### config.mk
export PLATFORM = sky130hd
export DESIGN_NAME = im_gen_decode
export DESIGN_NICKNAME = d
export VERILOG_FILES = /design/src/rtl/im_gen_decode.sv
export SDC_FILE = /design/constraint.sdc
export NUM_CORES = 1
export LEC_CHECK = 0
export CAP_MARGIN = 5
export CELL_PAD_IN_SITES_DETAIL_PLACEMENT = 0
export CELL_PAD_IN_SITES_GLOBAL_PLACEMENT = 1
export CORE_MARGIN = 2
export CORE_UTILIZATION = 44
export CTS_BUF_LIST = sky130_fd_sc_hd__clkbuf_4 sky130_fd_sc_hd__clkbuf_8
export DETAILED_ROUTE_END_ITERATION = 10
export PLACE_DENSITY = 0.91
export SETUP_SLACK_MARGIN = 0.15
export SKIP_CTS_REPAIR_TIMING = 1
export SYNTH_ARGS = -nofsm -noshare
export SYNTH_HDL_FRONTEND = slang
export SYNTH_SLANG_ARGS = --single-unit
### constraint.sdc
create_clock -name clk -period 4.4 [get_ports clk]
set_clock_uncertainty 0.05 [all_clocks]
set_input_delay 0.66 -clock clk [delete_from_list [all_inputs] [get_ports clk]]
set_output_delay 0.66 -clock clk [all_outputs]
set_load 0.05 [all_outputs]
### src/rtl/im_gen_decode.sv
// Decode-stage immediate generator: extracts and extends the immediate selected
// by sel and queues {imm, sel} in a 2-entry FIFO toward the execute stage.
module im_gen_decode (
  input  logic        clk,
  input  logic        rst,
  input  logic [31:0] in1,
  input  logic [2:0]  sel,
  input  logic        in_valid,
  output logic        in_ready,
  output logic [31:0] out1,
  output logic [2:0]  out_sel,
  output logic        out_valid,
  input  logic        out_ready,
  output logic        err,
  input  logic        err_clr
);

  localparam logic [2:0] SEL_I     = 3'b000;
  localparam logic [2:0] SEL_S     = 3'b001;
  localparam logic [2:0] SEL_B     = 3'b010;
  localparam logic [2:0] SEL_U     = 3'b011;
  localparam logic [2:0] SEL_J     = 3'b100;
  localparam logic [2:0] SEL_SHAMT = 3'b101;

  typedef enum logic [1:0] {
    EMPTY = 2'd0,
    ONE   = 2'd1,
    FULL  = 2'd2
  } cnt_state_t;

  cnt_state_t  state_reg, state_next;
  logic        wr_ptr_reg, wr_ptr_next;
  logic        rd_ptr_reg, rd_ptr_next;
  logic        err_reg, err_next;
  logic [31:0] imm;
  logic        illegal;
  logic        push, pop;
  logic [34:0] head;

  // Immediate extraction; every signed format replicates in1[31].
  always_comb begin
    imm     = 32'h0;
    illegal = 1'b0;
    case (sel)
      SEL_I:     imm = {{20{in1[31]}}, in1[31:20]};
      SEL_S:     imm = {{20{in1[31]}}, in1[31:25], in1[11:7]};
      SEL_B:     imm = {{19{in1[31]}}, in1[31], in1[7], in1[30:25], in1[11:8], 1'b0};
      SEL_U:     imm = {in1[31:12], 12'b0};
      SEL_J:     imm = {{11{in1[31]}}, in1[31], in1[19:12], in1[20], in1[30:21], 1'b0};
      SEL_SHAMT: imm = {27'b0, in1[24:20]};
      default: begin
        imm     = 32'h0;
        illegal = 1'b1;
      end
    endcase
  end

  assign push = in_valid && in_ready;
  assign pop  = out_valid && out_ready;

  // Count state machine: state register
  always_ff @(posedge clk or posedge rst) begin
    if (rst) begin
      state_reg <= EMPTY;
    end else begin
      state_reg <= state_next;
    end
  end

  // Count state machine: next state
  always_comb begin
    state_next = state_reg;
    case (state_reg)
      EMPTY: if (push) state_next = ONE;
      ONE: begin
        if (push && !pop)      state_next = FULL;
        else if (pop && !push) state_next = EMPTY;
        else                   state_next = ONE;
      end
      FULL:  if (pop) state_next = ONE;
      default: state_next = EMPTY;
    endcase
  end

  // Count state machine: outputs depend on registered state only
  always_comb begin
    in_ready  = 1'b1;
    out_valid = 1'b0;
    case (state_reg)
      EMPTY: begin
        in_ready  = 1'b1;
        out_valid = 1'b0;
      end
      ONE: begin
        in_ready  = 1'b1;
        out_valid = 1'b1;
      end
      FULL: begin
        in_ready  = 1'b0;
        out_valid = 1'b1;
      end
      default: begin
        in_ready  = 1'b0;
        out_valid = 1'b0;
      end
    endcase
  end

  assign wr_ptr_next = wr_ptr_reg ^ push;
  assign rd_ptr_next = rd_ptr_reg ^ pop;

  always_ff @(posedge clk or posedge rst) begin
    if (rst) begin
      wr_ptr_reg <= 1'b0;
      rd_ptr_reg <= 1'b0;
    end else begin
      wr_ptr_reg <= wr_ptr_next;
      rd_ptr_reg <= rd_ptr_next;
    end
  end

  // Storage entries {sel, imm}; head must be readable in the cycle after a push.
  genvar gi;
  generate
    for (gi = 0; gi < 2; gi++) begin : g_entry
      localparam logic IDX = 1'(gi);
      logic [34:0] entry_reg;
      always_ff @(posedge clk or posedge rst) begin
        if (rst) begin
          entry_reg <= '0;
        end else if (push && (wr_ptr_reg == IDX)) begin
          entry_reg <= {sel, imm};
        end
      end
    end
  endgenerate

  assign head    = rd_ptr_reg ? g_entry[1].entry_reg : g_entry[0].entry_reg;
  assign out1    = head[31:0];
  assign out_sel = head[34:32];

  // Set has priority over clear so an illegal push is never lost.
  always_comb begin
    err_next = err_reg;
    if (push && illegal) begin
      err_next = 1'b1;
    end else if (err_clr) begin
      err_next = 1'b0;
    end
  end

  always_ff @(posedge clk or posedge rst) begin
    if (rst) begin
      err_reg <= 1'b0;
    end else begin
      err_reg <= err_next;
    end
  end

  assign err = err_reg;

endmodule

Yosys cells after proc, flatten, opt, wreduce, memory -nomap -nowiden
Cells that the tools add are included.

Bits in registers: 75. Latch bits: 0. Bits in writable memories: 0. Bits in read-only memories: 0. Bits of input ports: 40. Output and inout port bits: 38. Memories: 0.

Add/subtract/negate cells: 0. $mul: 0. Divide/modulo/power cells: 0. $lt $le $gt $ge: 0. Equality and inequality tests: 9. Shifts and indexed selects: 0. Muxes and demuxes: 12. Bitwise logic cells: 3. Reduce and logical (&&, ||, !) cells: 16.

Operators by type and width (count): $pmux 32 s6 (1); $mux 35 (1); $logic_and 1x1->1 (7); $eq 3x2->1 const B (2); $eq 3x3->1 const B (2); $mux 1 (6); $mux 2 (3); $pmux 2 s3 (1); $reduce_or 6->1 (1); $ne 2x2->1 const B (2); $reduce_or 2->1 (2); $eq 3x1->1 const B (1); $logic_not 3->1 (1); $eq 2x1->1 const B (1); $eq 2x2->1 const B (1); $logic_not 1->1 (2); $logic_not 2->1 (1); $reduce_and 2->1 (1); $reduce_bool 2->1 (1); $xor 1x1->1 (2); $not 1->1 (1).

Depth between registers and ports, before layout
Depth after elaboration: 9. Gate-level depth with buffers: 9. Depth with buffers taken out: 8.

Worst setup path before layout
Ideal clock, no wire load.

Path type: reg2out. From: register rd_ptr_reg. To: output port out1[0]. Arrival time: 1.803 ns. Slack: 1.887 ns. Stages on the path, launching flop included: 4. Buffers on the path: 2. Path through: dfrtp_1 -> buf_2 -> buf_2 -> o21ai_0.

Longest elaborated chain between the ends: 1.

RTL lines: start: declaration (RTL line 33) `logic rd_ptr_reg, rd_ptr_next;`; start signal: assignment (RTL line 118) `rd_ptr_reg <= rd_ptr_next;`; $mux 35 (RTL line 138) `assign head = rd_ptr_reg ? g_entry[1].entry_reg : g_entry[0].entry_reg;`; end: declaration (RTL line 10) `output logic [31:0] out1,`.

Every way passes these cells.

Final worst setup path
From: register rd_ptr_reg. To: output port out1[21].

Same word-level chain as after synthesis.

==> flow_summary.yaml <==
sta:
  timing.final.crit_share_pct: 73.8
  slew_violations: 0
  maxSlewHeadroom_pct: 40.4
  rsz0062_at_grt: "false"
  hold_viol_final: 0
  fmax_mhz: 308
  tightest_slew_ns: 0.891
  tns_ns: 0
  final.min_clock_period_ns: 3.25
  setup_viol: 0
global_route:
  grt_overflow: 0
  grt_max_degree: 37
  track_usage_pct: 20.8
  grt_pass1_vias: 3075
  grt_pass1_wl_um: 14600
  antenna_found_initial: 0
cells_and_area:
  final_cell_mix: "dfrtp_1 (75), clkdlybuf4s50_1 (70), mux2_2 (56)"
  diodes: 0
  final_common_cell: "dfrtp_1"
  drive_gt1_share_pct: 20.4
  fin_nets: 458
  largest_reg_flops: 70
  final_cells: 521
  area_growth_pct: 25.8
  nFillCells: 722
min_path:
  hold_path.class: "register to register"
placement:
  hpwlAfterDp_um: 5930
  portBuffers: 70
  gp_congestion: 0.778
  placed_cells: 505
clock_tree:
  cts_tree: "built"
  cts_root_buf: "clkbuf_8"
  clockBufferDepth: 2
  cts_buffers: 9
  cts_num_sinks: 75
  clkSlewWorstSetupHoldPaths_ns: 0.08
  clock_latency_ns: 0.35
  h-tree-depth: 3
floorplan:
  fp.dieArea_um2: 9160
  ios: 78
  die_width_um: 95.7
  rows: 33
  coreArea_um2: 8180
  die_h_um: 95.7
  initial_core_util_pct: 45.3
route:
  highest_layer: "met4"
  routed_via_density: 5.49
  wl_met1_um: 3850
  ant_nets: 0
  routedWlPerCell_um: 17.1
  drtPass1Iterations: 4
  route.detailed.drc: 0
  vias: 2861
  drt_iter0_drc: 179
  met3_length_um: 469
  wl_um: 8920
  met2_length_um: 4460
pwr:
  powerDensity_nw_per_um2: 930
  p_leak_nw: 1.94
  vdd_ir_drop_max_v: 0.000643
synth:
  syn_avg_cell_area_um2: 10.6
  synth_seq_area_share_pct: 50.7
  synth_flop_cell: "dfrtp_1"
  ys.warnings.count: 0
  syn-num-nets: 395
  synth_area_um2: 3700
  ys_seq_elements: 75
  synthArstFlopShare_pct: 100
  postSynthCellCount: 348
  synth_edf_count: 0
  synth_cell_types: 30
flow_run:
  cap_violations: 0
critical_path:
  arrival_ns: 2.54
  critical_path_required_ns: 3.69
  crit_type: "register to output pin"
  endpoint_kind: "output pin"
  cp_max_fo: 15
  start_kind: "register"
outcome:
  outcome: "completed"
[logic make-up after synthesis]
kind of cell / Yosys count / share of synthesized area (%)
and+or+nand+nor: 88 / 11.3
AOI/OAI and AO/OA: 83 / 13.2
DFF: 75 / 50.7
muxes: 57 / 17.3
buffers and inverters: 36 / 4.60
adders and majority gates: 8 / 2.67
xor gates and xnor gates: 1 / 0.237
[worst paths after layout]
path | startpoint | end | slack (ns) | cells after the start
max | rd_ptr_reg$_DFF_PP0_ | out1[21] | 1.15 | 3
max in group asynchronous | rst | g_entry[0].entry_reg[29]$_DFFE_PP0P_ | 2.95 | 3
min reg2reg | err$_DFFE_PP0P_ | err$_DFFE_PP0P_ | 0.45 | 1
max reg2reg | state_reg[1]$_DFFE_PP0P_ | g_entry[1].entry_reg[34]$_DFFE_PP0P_ | 1.77 | 7
min | err$_DFFE_PP0P_ | err$_DFFE_PP0P_ | 0.45 | 1
min in group asynchronous | rst | g_entry[0].entry_reg[28]$_DFFE_PP0P_ | 0.56 | 2
[per-stage QoR]
stage	utilization [%]	hold slack, ns	cell area, µm²	power (mW)	setup WS [ns]
floorplan	-	0.425	3700	3.06	1.78
CTS	56.9	0.458	4650	4.35	1.14
finish	56.9	0.452	4650	4.33	1.15
global placement	54.5	0.429	4460	3.74	1.39
global route	56.9	0.471	4650	4.57	1.07
detailed placement	54.5	0.437	4460	3.80	1.44
[area by class of cell]
class                           instances  area [µm²]  share of cell area [%]
Sequential cell                        75        1880                    40.3
Multi-Input combinational cell        237        1660                    35.6
Timing Repair Buffer                   76         746                    16.0
Clock buffer                           11         145                    3.12
Tap cell                              105         131                    2.82
Clock inverter                          5        52.6                    1.13
Inverter                               12        45.0                   0.968
[critical path, cell delays in order, from the launching register on]
cell and delay, ns:
dfrtp_1 0.72, buf_4 0.37, mux2_2 0.39, clkdlybuf4s50_1 0.70
[metal layers]
| layer | GRT usage (%) | vias up |
|---|---|---|
| li1 | - | 1349 |
| met1 | 27.6 | 1410 |
| met2 | 33.8 | 89 |
| met3 | 4.23 | 13 |
| met4 | 7.74 | 0 |
| met5 | 0 | - |
[synth_stat cells (all sizes together) (2+ instances only)]
cell type | instances | share of area, %
nor2b | 9 | 1.5
nor2 | 50 | 5.1
nor3b | 3 | 0.88
mux2 | 56 | 17
clkbuf | 9 | 0.91
buf | 15 | 2.5
and2b | 5 | 1.0
dfrtp | 75 | 51
nand2 | 14 | 1.4
ha | 7 | 2.4
inv | 12 | 1.2
a21oi | 25 | 3.4
o21ai | 9 | 1.2
o21a | 3 | 0.61
o22ai | 3 | 0.51
a31oi | 41 | 6.9
nand2b | 2 | 0.34
[where the power goes]
group,switching [mW],internal (mW)
clock,0.260,0.281
combinational,1.57,0.989
sequential,0.191,1.04
total,2.02,2.31
Power figures use the tool's default switching activity.
